<file path="src/rtl/ram_block_mover_if.sv">
// Control and RAM-side signal bundle for the RAM block mover.
// The slave modport is the mover; the master modport is whoever issues
// transfers and owns the RAM (it supplies combinational read data).
interface ram_block_mover_if #(
    parameter int ADDR_WIDTH = 9
);
    // transfer request
    logic                  start;
    logic                  mode;
    logic [ADDR_WIDTH-1:0] src_address;
    logic [ADDR_WIDTH-1:0] dst_address;
    logic [ADDR_WIDTH-1:0] length;
    logic [7:0]            fill_value;
    // status
    logic                  busy;
    logic                  done;
    // RAM port
    logic [ADDR_WIDTH-1:0] ram_address;
    logic [7:0]            ram_data_in;
    logic [7:0]            ram_data_out;
    logic                  ram_write_enable;

    modport master (
        output start, mode, src_address, dst_address, length, fill_value, ram_data_out,
        input  busy, done, ram_address, ram_data_in, ram_write_enable
    );

    modport slave (
        input  start, mode, src_address, dst_address, length, fill_value, ram_data_out,
        output busy, done, ram_address, ram_data_in, ram_write_enable
    );
endinterface

</file>
<file path="src/rtl/ram_block_mover.sv">
// RAM block mover: copies (read/write alternating) or fills a block of
// bytes in a single-port RAM with combinational read data. Addresses and
// counts wrap modulo 2^ADDR_WIDTH. All RAM-side outputs are decoded from
// registered state only, so an asynchronous reset silences them at once.
module ram_block_mover #(
    parameter int ADDR_WIDTH = 9
) (
    input  logic              clk,
    input  logic              reset,
    ram_block_mover_if.slave  bus
);
    typedef enum logic [1:0] {IDLE, READ, WRITE, DONE} state_t;

    localparam logic [ADDR_WIDTH-1:0] ONE = ADDR_WIDTH'(1);

    state_t                state_q, state_d;
    logic [ADDR_WIDTH-1:0] src_q, src_d;
    logic [ADDR_WIDTH-1:0] dst_q, dst_d;
    logic [ADDR_WIDTH-1:0] cnt_q, cnt_d;
    logic [7:0]            hold_q, hold_d;
    logic [7:0]            fill_q, fill_d;
    logic                  mode_q, mode_d;

    // Next-state: latch request in IDLE, step pointers/count per READ/WRITE
    always_comb begin
        state_d = state_q;
        src_d   = src_q;
        dst_d   = dst_q;
        cnt_d   = cnt_q;
        hold_d  = hold_q;
        fill_d  = fill_q;
        mode_d  = mode_q;
        case (state_q)
            IDLE: begin
                if (bus.start) begin
                    src_d  = bus.src_address;
                    dst_d  = bus.dst_address;
                    cnt_d  = bus.length;
                    mode_d = bus.mode;
                    fill_d = bus.fill_value;
                    if (bus.length == '0)  state_d = DONE;
                    else if (bus.mode)     state_d = WRITE;
                    else                   state_d = READ;
                end
            end
            READ: begin
                hold_d  = bus.ram_data_out;
                src_d   = src_q + ONE;
                state_d = WRITE;
            end
            WRITE: begin
                dst_d = dst_q + ONE;
                cnt_d = cnt_q - ONE;
                // last byte when the count is about to reach zero
                if (cnt_q == ONE)  state_d = DONE;
                else if (mode_q)   state_d = WRITE;
                else               state_d = READ;
            end
            DONE:    state_d = IDLE;
            default: state_d = IDLE;
        endcase
    end

    // State registers; reset aborts any transfer in flight
    always_ff @(posedge clk or posedge reset) begin
        if (reset) begin
            state_q <= IDLE;
            src_q   <= '0;
            dst_q   <= '0;
            cnt_q   <= '0;
            hold_q  <= '0;
            fill_q  <= '0;
            mode_q  <= 1'b0;
        end else begin
            state_q <= state_d;
            src_q   <= src_d;
            dst_q   <= dst_d;
            cnt_q   <= cnt_d;
            hold_q  <= hold_d;
            fill_q  <= fill_d;
            mode_q  <= mode_d;
        end
    end

    // Output decode from registered state; IDLE/DONE park the RAM bus at zero
    always_comb begin
        bus.busy             = (state_q != IDLE);
        bus.done             = (state_q == DONE);
        bus.ram_address      = '0;
        bus.ram_data_in      = 8'h00;
        bus.ram_write_enable = 1'b0;
        case (state_q)
            READ: bus.ram_address = src_q;
            WRITE: begin
                bus.ram_address      = dst_q;
                bus.ram_data_in      = mode_q ? fill_q : hold_q;
                bus.ram_write_enable = 1'b1;
            end
            default: ;
        endcase
    end
endmodule

</file>
<file path="src/flat_wrapper.sv">
// flat-port wrapper written by rule: the top's interface ports become plain ports
module ram_block_mover_flat 
#(
    parameter int ADDR_WIDTH = 9
)
  (clk, reset, bus_start, bus_mode, bus_src_address, bus_dst_address, bus_length, bus_fill_value, bus_ram_data_out, bus_busy, bus_done, bus_ram_address, bus_ram_data_in, bus_ram_write_enable);
  ram_block_mover_if #(.ADDR_WIDTH(ADDR_WIDTH)) bus_i ();
  input  logic clk;
  input  logic reset;
  input wire logic [$bits(bus_i.start)-1:0] bus_start;
  input wire logic [$bits(bus_i.mode)-1:0] bus_mode;
  input wire logic [$bits(bus_i.src_address)-1:0] bus_src_address;
  input wire logic [$bits(bus_i.dst_address)-1:0] bus_dst_address;
  input wire logic [$bits(bus_i.length)-1:0] bus_length;
  input wire logic [$bits(bus_i.fill_value)-1:0] bus_fill_value;
  input wire logic [$bits(bus_i.ram_data_out)-1:0] bus_ram_data_out;
  output wire logic [$bits(bus_i.busy)-1:0] bus_busy;
  output wire logic [$bits(bus_i.done)-1:0] bus_done;
  output wire logic [$bits(bus_i.ram_address)-1:0] bus_ram_address;
  output wire logic [$bits(bus_i.ram_data_in)-1:0] bus_ram_data_in;
  output wire logic [$bits(bus_i.ram_write_enable)-1:0] bus_ram_write_enable;
  assign bus_i.start = bus_start;
  assign bus_i.mode = bus_mode;
  assign bus_i.src_address = bus_src_address;
  assign bus_i.dst_address = bus_dst_address;
  assign bus_i.length = bus_length;
  assign bus_i.fill_value = bus_fill_value;
  assign bus_i.ram_data_out = bus_ram_data_out;
  assign bus_busy = bus_i.busy;
  assign bus_done = bus_i.done;
  assign bus_ram_address = bus_i.ram_address;
  assign bus_ram_data_in = bus_i.ram_data_in;
  assign bus_ram_write_enable = bus_i.ram_write_enable;
  ram_block_mover #(.ADDR_WIDTH(ADDR_WIDTH)) u_core (.clk(clk), .reset(reset), .bus(bus_i));
endmodule
</file>
<file path="config.mk">
export PLATFORM = sky130hd
export DESIGN_NAME = ram_block_mover_flat
export DESIGN_NICKNAME = d
export VERILOG_FILES = /design/src/rtl/ram_block_mover_if.sv /design/src/rtl/ram_block_mover.sv /design/src/flat_wrapper.sv
export SDC_FILE = /design/constraint.sdc
export NUM_CORES = 1
export LEC_CHECK = 0
export BUFFER_PORTS_ARGS = -buffer_cell sky130_fd_sc_hd__buf_4
export CAP_MARGIN = 5
export CORE_AREA = 2 2 112 114
export DETAILED_ROUTE_END_ITERATION = 6
export DIE_AREA = 0 0 114 116
export HOLD_SLACK_MARGIN = 0.06
export PLACE_DENSITY = 0.47
export RECOVER_POWER = 25
export SLEW_MARGIN = 20
export SYNTH_ARGS = -nofsm -noshare
export SYNTH_HDL_FRONTEND = slang
export SYNTH_SLANG_ARGS = --single-unit
</file>
<file path="constraint.sdc">
create_clock -name clk -period 1.8 [get_ports clk]
set_input_delay 0.09 -clock clk [delete_from_list [all_inputs] [get_ports clk]]
set_output_delay 0.09 -clock clk [all_outputs]
set_load 0.05 [all_outputs]
</file>
==> run summary <==
The flip-flop and latch count after synthesis is 46. Buffers placed on the I/O ports in this run total 66. In this run the worst path has a maximum fanout of 15. The cell count after synthesis came out at 329. Before CTS, the worst setup slack after placement is 0.0339 ns. Setup violations remaining at the end of the flow were counted as 0. The number of cells on the worst hold path was 3. The share of total power dissipated in the clock network is 13.0%.

The count of flip-flops with a built-in enable after synthesis is 0. Counting along the longest clock path gives a buffer depth of 2. The distinct cell type count of the synthesized netlist was 46; the number of global-route vias before repair was 2841. Global routing consumed, over all layers together, 13.8% of the routing resources.

In this run, CTS created clock tree buffers numbering 5. Measured against the total synthesized area, the mux share comes to 12.0%. The run gives 60.7% as the share of total power in combinational logic.

Cell internal power was estimated by the tool at 4.47 mW. Once routing completed, OpenROAD measured the worst setup slack at 0.0780 ns. Count of warnings emitted by yosys: 0. For this design the ratio of total power to cell area is 1920 nW/um^2.

STA puts the critical path data arrival time at 1.63 ns. The count of filler cells inserted in the layout is 1230. Clock skew on the completed layout was measured at 0.00973 ns. Detailed placement finished with a half-perimeter wire length of 6440 microns.

The net count of the finished layout is 481. Headroom to the max-slew limit came out at 32.1%. Summing the areas of all fa, ha and maj instances in the mapped netlist gives 3.41% of the synthesized area. The total congestion overflow after global routing came out at 0. The master of the slowest instance on the critical path is dfrtp_1.

Summing the areas of all compound-gate instances in the mapped netlist gives 21.9% of the synthesized area. The mapped netlist covers 2930 sq um. In the final layout, the multi-input gates occupy 1790 sq um. The detailed router placed 2816 vias in this run. The worst register-to-register path ends at u_core.cnt_q[7].

The total routed wirelength is 8960 microns. Summed over all cells, the static leakage comes to 1.85 nW. The path with the worst hold slack has its endpoint at u_core.dst_q[8]. In the final routed layout, each cell accounts on average for 15.6 microns.

Entering global routing, the biggest net connects 26 pins. STA classifies the critical path startpoint as a register. The final critical-path share of the clock period works out to 95.7%. The worst reg-to-reg path cell count works out to 4. Sequential cells account for 26.3% of the total power. Horizontal die dimension: 114 microns.

After routing the design area is 4310 sq um. Commonest non-fill, non-tap cell in the layout: buf_4. The average instance in the mapped netlist occupies 8.91 sq um. The tools report the count of TritonRoute iterations in the first routing pass as 5.

The critical path is of the reg2out type. The number of DRC violations after detailed routing was 0. Setup total negative slack on the finished layout was measured at 0 ns. In this run the standard cell core region covers 11900 sq um. At the end of routability-driven placement, the weighted congestion stood at 0.811. The primary flip-flop cell chosen by synthesis mapping was dfrtp_1. The area share of xor/xnor cells in the synthesized design works out to 0%. In the layout the commonest cells are buf_4 (85), dfrtp_1 (46), a21oi_1 (25). The DRC marker count from the first detailed-route iteration was 145. The antenna cell count came out at 0.

Clock tree synthesis found a total of 46 sinks. The max-slew violation count is 0, and the switching part of the total is 46.0%. Across the run, the number of max-cap violations was 0.

The net count of the mapped netlist was 384. At the worst endpoint, the required time is 1.71 ns. Main combinational cell family by area after synthesis: compound AO/OA/AOI/OAI gates.

For the number of routed nets with antenna violations, the log shows 0. The root cell of the clock tree was clkbuf_16. The register-to-register setup slack is 0.08 ns. At the pin with the least slew margin, the transition time is 1.02 ns. The run gives 2 as the number of H-tree branching levels. Of the cells placed in the final design, the portion with a size suffix greater than 1 is 36.5%. Relative to the synthesized area, the layout overhead comes to 47.0%.

Once placement finished, the instance area stood at 3820 sq um. The die area is 13200 sq um. Summing all flip-flop and latch instances after layout gives 1150 sq um.

The worst register-to-register path begins at u_core.cnt_q[0]. The fraction of registers with async set/reset is 100%, and the switching power is 3.80 mW. The floorplan row count was 40.

TritonCTS built the clock tree. The final critical path time including I/O delays and setup is 1.72 ns, and the first-pass GRT wire length is 14500 microns. Sequential cells were found to cover 39.3% of the synthesized design area.

The run gives 581 MHz as the fmax. The launch point of the worst hold path was bus_dst_address[8]. The via density per instance is 4.91.

Clock-pin slew was measured on the worst setup and hold paths at 0.08 ns. The simple-gate share of the synthesized area was 17.3%. Setup repair after global routing left no endpoint under its margin. The worst hold path belongs to the class in2reg.

The sort of element at the end of the critical path was an output port. The I/O pin count is 67. The flow ran to the end, and the final reports show no timing, DRC or antenna violations.

The critical path goes through buf_4, ha_4, buf_8, a22oi_1, nor2b_2, buf_4. In this run the vertical extent of the chip is 116 microns. The peak ir drop on the vdd network was 0.781 mV; the maximum single-stage delay on the critical path was 0.41 ns. The logs give 0 for the hold violation total from the final report and 0.29 ns for the clock insertion delay at the later pin of the skew report. The initial standard-cell utilization of the core was 24.6%; the number of antenna violations at the first check in global routing was 0.

Counting stages on the worst path, the most repeated cell is buf_4.
cell usage after synthesis, drive strengths merged, types with 3 or more instances:
library cell  instances  area, sq um
a21boi                3         22.5
a21oi                27          139
a22oi                 7         52.6
a31oi                 9         56.3
and3                 10         62.6
buf                   7         31.3
clkbuf               15         86.3
dfrtp                46         1150
ha                    8          100
inv                  15         56.3
mux2                 17          191
mux2i                16          160
nand2                24         92.6
nand2b                4         25.0
nand3                19         95.1
nand4                 3         18.8
nor2                 23         86.3
nor2b                 8         50.1
nor4                  4         25.0
o211ai                4         30.0
o21ai                19         98.9
o22a                  5         45.0
o22ai                16          100
cells by family (layout without fill, tap and decap cells):
| logic type | after synthesis | after routing |
|---|---|---|
| adder cells (fa/ha/maj) | 8 | 8 |
| AO/OA/AOI/OAI | 101 | 101 |
| flip-flops | 46 | 46 |
| AND/OR/NAND/NOR | 102 | 102 |
| multiplexers | 33 | 33 |
| buffers and inverters | 39 | 137 |
per-layer routing:
metal  up-vias  track usage [%]  share of wire, %
li1       1396                -                 -
met1      1326             17.6                45
met2        86             23.5                47
met3         8             3.50               6.6
met4         0             3.09              0.85
met5         -                0                 0
critical path, delay by kind of cell (launching register included):
family / cells / cell delay (ns)
buf+inv: 3 / 0.49
flops: 1 / 0.41
compound gates: 1 / 0.20
fa+ha+maj: 1 / 0.18
simple gates: 1 / 0.06
power groups by stage:
stage          logic [mW]  clock network [mW]  registers [mW]
3_5_place_dp         4.70                   0            2.16
6_report             5.02                1.08            2.18
3_3_place_gp         4.65                   0            2.14
4_1_cts              4.89                1.09            2.17
2_1_floorplan        3.56                   0            1.95
5_1_grt              5.48                1.15            2.28
flip-flops by register name (all words and copies together) (netlist names):
name and count:
u_core.state_q 2, u_core.src_q 9, u_core.hold_q 8, u_core.mode_q 1, u_core.cnt_q 9, u_core.fill_q 8
u_core.dst_q 9
cell type report:
cell class                 instances  share of cell area (%)
tap                              147                    4.27
multi-input combinational        244                    41.6
timing repair buffer             112                    22.0
clock inverter                     2                   0.871
clock buffer                       6                    2.99
sequential                        46                    26.7
inverter                          17                    1.54
per-stage QoR:
stage | hold WS, ns | total power [mW] | instances | utilization (%)
floorplan | 0.241 | 5.51 | 329 | -
global placement | 0.182 | 6.79 | 541 | 32.1
detailed placement | 0.197 | 6.86 | 541 | 32.1
CTS | 0.0912 | 8.15 | 569 | 35.7
global route | 0.0985 | 8.91 | 574 | 36.2
finish | 0.0949 | 8.27 | 574 | 36.2
worst max-delay path by stage:
| stage | depth (start not counted) | to | slack, ns | startpoint |
|---|---|---|---|---|
| 2_1_floorplan | 5 | bus_ram_address[0] | -0.07 | u_core.state_q[0] |
| 3_3_place_gp | 4 | u_core.cnt_q[7] | 0.11 | u_core.cnt_q[0] |
| 3_5_place_dp | 7 | u_core.src_q[8] | 0.03 | u_core.state_q[0] |
| 4_1_cts | 6 | bus_ram_address[0] | 0.005 | u_core.state_q[0] |
| 5_1_grt | 6 | bus_ram_address[2] | 0.005 | u_core.state_q[1] |
| 6_report | 6 | bus_ram_address[2] | 0.08 | u_core.state_q[0] |
timing repair:
item | CTS | global route
setup endpoints to repair | 17 | 23
hold endpoints to repair | 38 | 0
gates cloned | 0 | 0
pin swaps | 1 | 0
resized for setup | 13 | 7
setup buffers | 2 | 5
hold buffers | 18 | 0
(Power assumes the default switching activity.)
